==> src/rtl/pc_defs_pkg.sv <==
// Shared definitions for the fetch-stage program-counter generator.
package pc_defs;

    localparam int DEF_ADDR_WIDTH = 32;
    localparam int INSTR_BYTES    = 4;

    // Source that supplies the next fetch PC, listed lowest to highest priority.
    typedef enum logic [2:0] {
        SRC_SEQ,
        SRC_HOLD,
        SRC_RAS,
        SRC_JUMP,
        SRC_BR
    } next_src_e;

endpackage

==> src/rtl/pc_ras.sv <==
// Return-address stack: circular storage with a top pointer and a saturating
// occupancy count. A push onto a full stack overwrites the oldest entry.
module pc_ras import pc_defs::*; #(
    parameter int ADDR_WIDTH = DEF_ADDR_WIDTH,
    parameter int DEPTH      = 8,
    parameter bit FLUSH_EN   = 1'b1
) (
    input  logic                  clk,
    input  logic                  rst,
    input  logic                  push,
    input  logic                  pop,
    input  logic                  squash,
    input  logic [ADDR_WIDTH-1:0] push_addr,
    output logic [ADDR_WIDTH-1:0] top_addr,
    output logic                  empty,
    output logic                  overflow,
    output logic                  underflow
);

    localparam int PTR_W = $clog2(DEPTH);
    localparam int CNT_W = $clog2(DEPTH + 1);

    logic [ADDR_WIDTH-1:0] mem [DEPTH];
    logic [PTR_W-1:0]      ptr;
    logic [CNT_W-1:0]      count;
    logic                  full;
    logic                  pop_hit;

    assign empty    = (count == '0);
    assign full     = (count == CNT_W'(DEPTH));
    assign pop_hit  = pop && !empty;
    assign top_addr = mem[ptr];

    // Entry write: a push alongside a successful pop replaces the top in place,
    // otherwise it lands one slot above the current top.
    // NOTE: the storage array has no reset; count alone decides which entries are
    // live, so stale contents are never observed and the array stays a plain RAM.
    always_ff @(posedge clk) begin
        if (!rst && !squash && push) begin
            if (pop_hit) begin
                mem[ptr] <= push_addr;
            end else begin
                mem[ptr + PTR_W'(1)] <= push_addr;
            end
        end
    end

    // Pointer, count and one-cycle overflow/underflow pulses. Decoder operations
    // that coincide with a branch redirect are wrong-path and leave the stack alone.
    // NOTE: sequential state is assigned with <= so every register samples the
    // pre-edge values, independent of statement order in the block.
    always_ff @(posedge clk) begin
        if (rst) begin
            ptr       <= '0;
            count     <= '0;
            overflow  <= 1'b0;
            underflow <= 1'b0;
        end else begin
            overflow  <= 1'b0;
            underflow <= 1'b0;
            if (squash) begin
                if (FLUSH_EN) begin
                    count <= '0;
                end
            end else begin
                if (pop && empty) begin
                    underflow <= 1'b1;
                end
                if (push && !pop_hit) begin
                    ptr <= ptr + PTR_W'(1);
                    if (full) begin
                        overflow <= 1'b1;
                    end else begin
                        count <= count + CNT_W'(1);
                    end
                end else if (pop_hit && !push) begin
                    ptr   <= ptr - PTR_W'(1);
                    count <= count - CNT_W'(1);
                end
            end
        end
    end

endmodule

==> src/rtl/pc_gen.sv <==
// Fetch program-counter generator: registered fetch PC chosen each cycle from
// branch redirect, decoder jump, return-address pop or sequential advance.
module pc_gen import pc_defs::*; #(
    parameter int                    ADDR_WIDTH  = DEF_ADDR_WIDTH,
    parameter int                    FETCH_WIDTH = 1,
    parameter int                    RAS_DEPTH   = 8,
    parameter logic [ADDR_WIDTH-1:0] RESET_PC    = '0,
    parameter bit                    RAS_FLUSH   = 1'b1
) (
    input  logic                  clk,
    input  logic                  rst,
    input  logic                  pc_stall,
    output logic [ADDR_WIDTH-1:0] pc,
    output logic                  pc_valid,
    input  logic [ADDR_WIDTH-1:0] dec_pc,
    input  logic                  dec_jump_valid,
    input  logic [ADDR_WIDTH-1:0] dec_jump_offset,
    input  logic                  dec_call,
    input  logic                  dec_ret,
    input  logic                  br_redirect_valid,
    input  logic [ADDR_WIDTH-1:0] br_target,
    output logic                  ras_overflow,
    output logic                  ras_underflow
);

    localparam logic [ADDR_WIDTH-1:0] SEQ_STEP   = ADDR_WIDTH'(INSTR_BYTES * FETCH_WIDTH);
    localparam logic [ADDR_WIDTH-1:0] RET_STEP   = ADDR_WIDTH'(INSTR_BYTES);
    localparam logic [ADDR_WIDTH-1:0] ALIGN_MASK = ~ADDR_WIDTH'(INSTR_BYTES - 1);

    next_src_e             src;
    logic [ADDR_WIDTH-1:0] next_pc;
    logic [ADDR_WIDTH-1:0] ras_top;
    logic                  ras_empty;

    pc_ras #(
        .ADDR_WIDTH (ADDR_WIDTH),
        .DEPTH      (RAS_DEPTH),
        .FLUSH_EN   (RAS_FLUSH)
    ) u_ras (
        .clk       (clk),
        .rst       (rst),
        .push      (dec_call),
        .pop       (dec_ret),
        .squash    (br_redirect_valid),
        .push_addr (dec_pc + RET_STEP),
        .top_addr  (ras_top),
        .empty     (ras_empty),
        .overflow  (ras_overflow),
        .underflow (ras_underflow)
    );

    // Priority select: redirects beat stall; a return with an empty stack falls through.
    // NOTE: every combinational output gets a default first, so no path can leave
    // it unassigned and infer a latch.
    always_comb begin
        src = SRC_SEQ;
        if (br_redirect_valid) begin
            src = SRC_BR;
        end else if (dec_jump_valid) begin
            src = SRC_JUMP;
        end else if (dec_ret && !ras_empty) begin
            src = SRC_RAS;
        end else if (pc_stall) begin
            src = SRC_HOLD;
        end
    end

    // Next-PC value for the selected source; targets are word aligned, adds wrap.
    always_comb begin
        next_pc = pc + SEQ_STEP;
        case (src)
            SRC_BR:   next_pc = br_target & ALIGN_MASK;
            SRC_JUMP: next_pc = (dec_pc + dec_jump_offset) & ALIGN_MASK;
            SRC_RAS:  next_pc = ras_top & ALIGN_MASK;
            SRC_HOLD: next_pc = pc;
            default:  next_pc = pc + SEQ_STEP;
        endcase
    end

    // Fetch PC register: the reset vector is held for the first valid cycle.
    always_ff @(posedge clk) begin
        if (rst) begin
            pc       <= RESET_PC;
            pc_valid <= 1'b0;
        end else if (!pc_valid) begin
            pc_valid <= 1'b1;
        end else begin
            pc <= next_pc;
        end
    end

endmodule

==> config.mk <==
export PLATFORM = sky130hd
export DESIGN_NAME = pc_gen
export DESIGN_NICKNAME = d
export VERILOG_FILES = /design/src/rtl/pc_defs_pkg.sv /design/src/rtl/pc_ras.sv /design/src/rtl/pc_gen.sv
export SDC_FILE = /design/constraint.sdc
export NUM_CORES = 1
export LEC_CHECK = 0
export CORE_AREA = 2 2 166 168
export CTS_CLUSTER_SIZE = 16
export DETAILED_ROUTE_END_ITERATION = 10
export DIE_AREA = 0 0 168 170
export GPL_TIMING_DRIVEN = 0
export PLACE_DENSITY = 0.76
export RECOVER_POWER = 100
export REMOVE_ABC_BUFFERS = 1
export SLEW_MARGIN = 20
export SYNTH_ARGS = -nofsm -noshare
export SYNTH_HDL_FRONTEND = slang
export SYNTH_SLANG_ARGS = --single-unit
==> constraint.sdc <==
create_clock -name clk -period 3.55 [get_ports clk]
set_input_delay 0.71 -clock clk [delete_from_list [all_inputs] [get_ports clk]]
set_output_delay 0.71 -clock clk [all_outputs]
set_load 0.02 [all_outputs]
**Word-level counts from Yosys, hierarchy flattened**

Memory sizes are Yosys's and may differ from the RTL's. A register that Yosys moved wholly into a read port is not among the register bits.
Cells that the tools add are included.
W data, S select, Z words.

- Bits in registers: 42
- Latch bits: 0
- Memory bits (writable): 256
- Memory bits (read-only): 0
- Word-level logic and storage cells: 66
- Memories: 1

- $add $sub $neg: 7
- $mul: 0
- Div/mod/pow operators: 0
- Order comparisons: 0
- Equal/unequal tests: 6
- Shift-type cells: 0
- Mux-type cells: 24
- Bitwise gates (word level): 3
- Reductions and logical operators: 19

Memory list:

| memory | depth | width | read ports | clocked after Yosys merged registers in | write ports | line | source |
|---|---|---|---|---|---|---|---|
| u_ras.mem | 8 | 32 | 1 | 1 | 1 | pc_ras.sv:23 | `logic [ADDR_WIDTH-1:0] mem [DEPTH];` |

Operators by type and width:

| kind | number |
|---|---|
| $pmux W32 S4 | 1 |
| $add A32 B3 Y32 const B | 2 |
| $add A32 B32 Y32 | 1 |
| $mux W32 | 1 |
| $reduce_or A32 Y1 | 1 |
| $mux W3 | 7 |
| $mux W4 | 3 |
| $mux W1 | 11 |
| $eq A3 B2 Y1 const B | 2 |
| $logic_and A1 B1 Y1 | 6 |
| $reduce_and A2 Y1 | 3 |
| $logic_not A1 Y1 | 5 |
| $add A4 B1 Y4 const B | 1 |
| $eq A4 B4 Y1 const B | 1 |
| $logic_not A4 Y1 | 1 |
| $sub A4 B1 Y4 const B | 1 |
| $add A3 B1 Y3 const B | 1 |
| $eq A3 B1 Y1 const B | 1 |
| $eq A3 B3 Y1 const B | 1 |
| $not A1 Y1 | 3 |
| $reduce_or A3 Y1 | 1 |
| $sub A3 B1 Y3 const B | 1 |
| $mux W2 | 1 |
| $ne A2 B2 Y1 const B | 1 |
| 2 further kinds | 2 |

**Logic depth before layout (Yosys ltp)**

- Word-level depth: 9
- Depth in mapped cells: 11
- Depth with buffers taken out: 10

**Cells and area by module**

A second synthesis with hierarchy kept.

- Cells, all modules: 1,069
- Area total of the unflattened synthesis: 14,761.7 sq um

Modules (own cells, without submodules):

| module | times used | cells each | area each (sq um) | sequential area each (sq um) |
|---|---|---|---|---|
| pc_ras | 1 | 476 | 10,512.6 | 7,927.6 |
| pc_gen | 1 | 593 | 4,249.1 | 620.6 |

**Worst setup path after synthesis**

No wires, ideal clock.

- Path kind: input port to flip-flop
- Start point: input port br_redirect_valid
- End point: memory u_ras.mem[0][10] (netlist name) (enable)
- Library setup time: 0.417 ns
- Arrival: 3.005 ns
- Required time: 3.133 ns
- Path slack: 0.128 ns
- Stages: 5
- Path buffers: 1
- Path through: clkbuf_1 > nor3_1 > nand2_1 > mux2_2 > nor2_1

- Word-level cells in the longest chain between the ends: 7
- Elaborated cells on any way between the ends: 10
- Classes of those cells: 6 x mux; 4 x reduce/logical

Ends and longest elaborated chain:

| item | line | source |
|---|---|---|
| start, declared | pc_gen.sv:20 | `input logic br_redirect_valid,` |
| $logic_not A1 Y1 (*) | pc_ras.sv:39 | `if (!rst && !squash && push) begin` |
| $logic_and A1 B1 Y1 (*) (2 in a row) | pc_ras.sv:39 |  |
| $mux W1 | pc_ras.sv:39 |  |
| $mux W1 (implied by the code) | pc_ras.sv:43 | `mem[ptr + PTR_W'(1)] <= push_addr;` |
| $reduce_or A32 Y1 (no line) | -- |  |
| $mux W3 (no line) / $mux W1 (equally long branches) | -- |  |
| end, declared | pc_ras.sv:23 |  |

Every way passes the cells marked *; elsewhere a longest branch is shown, timed or not.

**Worst setup path after layout**

- Start point: input port dec_call
- End point: memory u_ras.mem[5][29] (netlist name) (enable)

- Word-level cells in the longest chain between the ends: 5
- Elaborated cells on any way between the ends: 8
- Classes of those cells: 6 x mux; 2 x reduce/logical

Ends and longest elaborated chain:

| item | line | source |
|---|---|---|
| start, declared | pc_gen.sv:18 | `input logic dec_call,` |
| $logic_and A1 B1 Y1 (*) | pc_ras.sv:39 |  |
| $mux W1 | pc_ras.sv:39 |  |
| $mux W1 (implied by the code) | pc_ras.sv:43 |  |
| $reduce_or A32 Y1 (no line) | -- |  |
| $mux W3 (no line) / $mux W1 (equally long branches) | -- |  |

Marks and branches as above.

==> results.json <==
{
  "design_area_um2": 16700,
  "ys.flop_type": "edfxtp_1",
  "swShare": 0.246,
  "dp_hpwl_mm": 25.5,
  "routed_wl_mm": 37.9,
  "power_switching_w": 0.00211,
  "cp-start-kind": "primary input",
  "ant_nets": 0,
  "wl_per_cell_um": 25.1,
  "cap_violations": 0,
  "finalHoldViolations": 0,
  "dieArea_um2": 28600,
  "core_area_um2": 26700,
  "die_w_um": 168,
  "insertedDiodeCount": 0,
  "synth.top_cell.area_share": 0.525,
  "outcome": "completed",
  "yosys_warnings": 0,
  "track_usage": 0.264,
  "antenna_found_initial": 0,
  "yosys-top-cells-area": "edfxtp_1, mux4_2, dfxtp_1",
  "grt_max_degree": 38,
  "synth_commonest_cells": "edfxtp_1, nand2_1, nor2_1",
  "power_leakage_nw": 5.58,
  "cts_tree": "yes",
  "clockBufferDepth": 3,
  "drtPass1Iterations": 5,
  "clk_transition_reported_paths_ns": 0.06,
  "synth-seq-cells": 283,
  "yosysTopAreaCell": "edfxtp_1",
  "max_slew_margin": 0.211,
  "period_share": 0.972,
  "vias_per_cell": 6.48,
  "nets": 1286,
  "place_inst": 1452,
  "fillers": 1924,
  "worstMarginPinSlew_ns": 1.17,
  "drive_above_1_share": 0.134,
  "cp_max_fo": 17,
  "cts_root_buf": "clkbuf_16",
  "vias": 9753,
  "overflow": 0,
  "synth_cells": 1010,
  "fin_worst_skew_ns": 0.0189,
  "place_congestion": 0.886,
  "fmax_mhz": 290,
  "ys_types": 73,
  "drtIter0Drc": 1400,
  "synth.avg_cell_area_um2": 13.6,
  "synth_edf_count": 240,
  "area_delta_synth_final_pct": 21.8,
  "power_frac_seq": 0.450,
  "clk_latency_ns": 0.55,
  "grt_pass1_vias": 9745,
  "numCtsBuffers": 29,
  "clock_sinks": 283,
  "setup_viol": 0,
  "grt_pass1_wl_mm": 56.6,
  "final_cell_count_no_fill": 1506,
  "drc": 0,
  "crit_required_ns": 3.78,
  "cellPowerDensity_nw_per_um2": 514,
  "vdd.ir_drop.worst_v": 0.000349,
  "place_area_um2": 15700,
  "synthMostInstantiatedCell": "edfxtp_1",
  "r2r_setup_slack_ns": 0.13,
  "crit_arrival_ns": 3.68,
  "die_h_um": 170,
  "drv_slew": 0,
  "combPwrFrac": 0.149,
  "p_int_w": 0.00647,
  "row_count": 60,
  "path_class": "in -> reg",
  "ios": 138,
  "rsz0062_at_grt": "no",
  "async_reset_ff_frac": 0,
  "crit_path_end_kind": "flop",
  "hold_class": "reg -> reg",
  "syn_area_um2": 13700,
  "start_util": 0.515,
  "io_buffers": 133,
  "seq_area_frac_synth": 0.588,
  "cts-htree-levels": 1,
  "power_frac_clock": 0.401,
  "layout_min_cycle_time_ns": 3.45
}
==> power by group through the flow <==
stage                     combinational, W  sequential (W)  clock, W
after global routing               0.00137         0.00387   0.00359
after CTS                          0.00128         0.00386   0.00346
final                              0.00128         0.00386   0.00344
after floorplan                   0.000730         0.00395         0
after detailed placement           0.00128         0.00393         0
after global placement             0.00118         0.00399         0
==> area by class of cell <==
cell class                      instances  area, um^2  share of cell area
Timing Repair Buffer                  150        1600              0.0959
Inverter                               15        56.3             0.00337
Sequential cell                       283        8080               0.484
Clock buffer                           32         737              0.0441
Multi-Input combinational cell        665        5460               0.327
Tap cell                              341         427              0.0255
Clock inverter                         20         342              0.0205
==> logic make-up after synthesis <==
kind of cell,after synthesis,synth area share
buf+inv,63,0.0193
xor+xnor,65,0.0415
simple gates,250,0.0876
mux,94,0.124
fa+ha+maj,39,0.0361
compound gates,215,0.103
other cells,1,0.000273
flops,283,0.588
==> critical path: stages <==
cell and delay, ns:
dlygate4sd3_1 0.58, inv_1 0.07, nor3_1 0.42, nand2_1 0.18, mux2_1 0.52, nor2_2 0.90, buf_12 0.29
==> final timing paths <==
| check | from | cells after the start | end |
|---|---|---|---|
| worst max-delay path | dec_call | 7 | u_ras.mem[5][29] |
| worst min register to register | u_ras.count[3] | 2 | u_ras.overflow |
| worst max register to register | u_ras.count[1] | 6 | u_ras.mem[0][14] |
| worst min-delay path | u_ras.count[3] | 2 | u_ras.overflow |
==> state kept, by name, indices dropped and copies added (netlist names), named ones only <==
name	flops
pc	30
pc_valid	1
u_ras.count	4
u_ras.mem	240
u_ras.overflow	1
u_ras.ptr	3
u_ras.underflow	1
==> routing by layer <==
| metal | track usage | wire (um) | vias to the layer above |
|---|---|---|---|
| met1 | 0.355 | 14600 | 4785 |
| met3 | 0.0449 | 3900 | 95 |
| li1 | - | - | 4263 |
| met5 | 0 | 0 | - |
| met4 | 0.0998 | 1230 | 0 |
| met2 | 0.434 | 18100 | 610 |
==> through the flow <==
step           power, W  TNS [ns]   util  worst slack, ns  hold slack (ns)
5_1_grt         0.00883         0  0.627           0.0134            0.568
6_report        0.00858         0  0.627            0.100            0.534
4_1_cts         0.00861         0  0.629           0.0836            0.536
3_5_place_dp    0.00521    -20.87  0.589           -0.465            0.525
3_3_place_gp    0.00517   -887.59  0.573            -3.59            0.520
2_1_floorplan   0.00468    -11.44      -           -0.640            0.495
==> timing repair <==
item | in CTS | in global routing
hold buffers | 0 | 0
endpoints found under the setup margin | 2 | 27
setup buffers | 0 | 2
pin swaps | 0 | 1
gates resized for setup | 1 | 2
==> placed cells by master (no fill, tap or decap), types with 7 or more instances in the layout <==
| cell type | n |
|---|---|
| edfxtp_1 | 240 |
| nor2_4 | 7 |
| o21ai_0 | 54 |
| nand2_1 | 65 |
| bufinv_16 | 9 |
| mux4_2 | 60 |
| a21oi_1 | 52 |
| inv_1 | 14 |
| ha_1 | 38 |
| nor2_1 | 59 |
| mux2i_1 | 28 |
| clkdlybuf4s50_1 | 96 |
| dfxtp_1 | 40 |
| a21o_1 | 15 |
| nor3_1 | 26 |
| o211ai_1 | 8 |
| xnor2_1 | 47 |
| xor2_1 | 18 |
| a221oi_1 | 12 |
| nand3_1 | 29 |
| clkbuf_16 | 29 |
| nand4_1 | 19 |
| a31oi_1 | 18 |
| and3_1 | 8 |
| dlygate4sd3_1 | 35 |
Note: power is estimated with default switching activity, not from simulation.
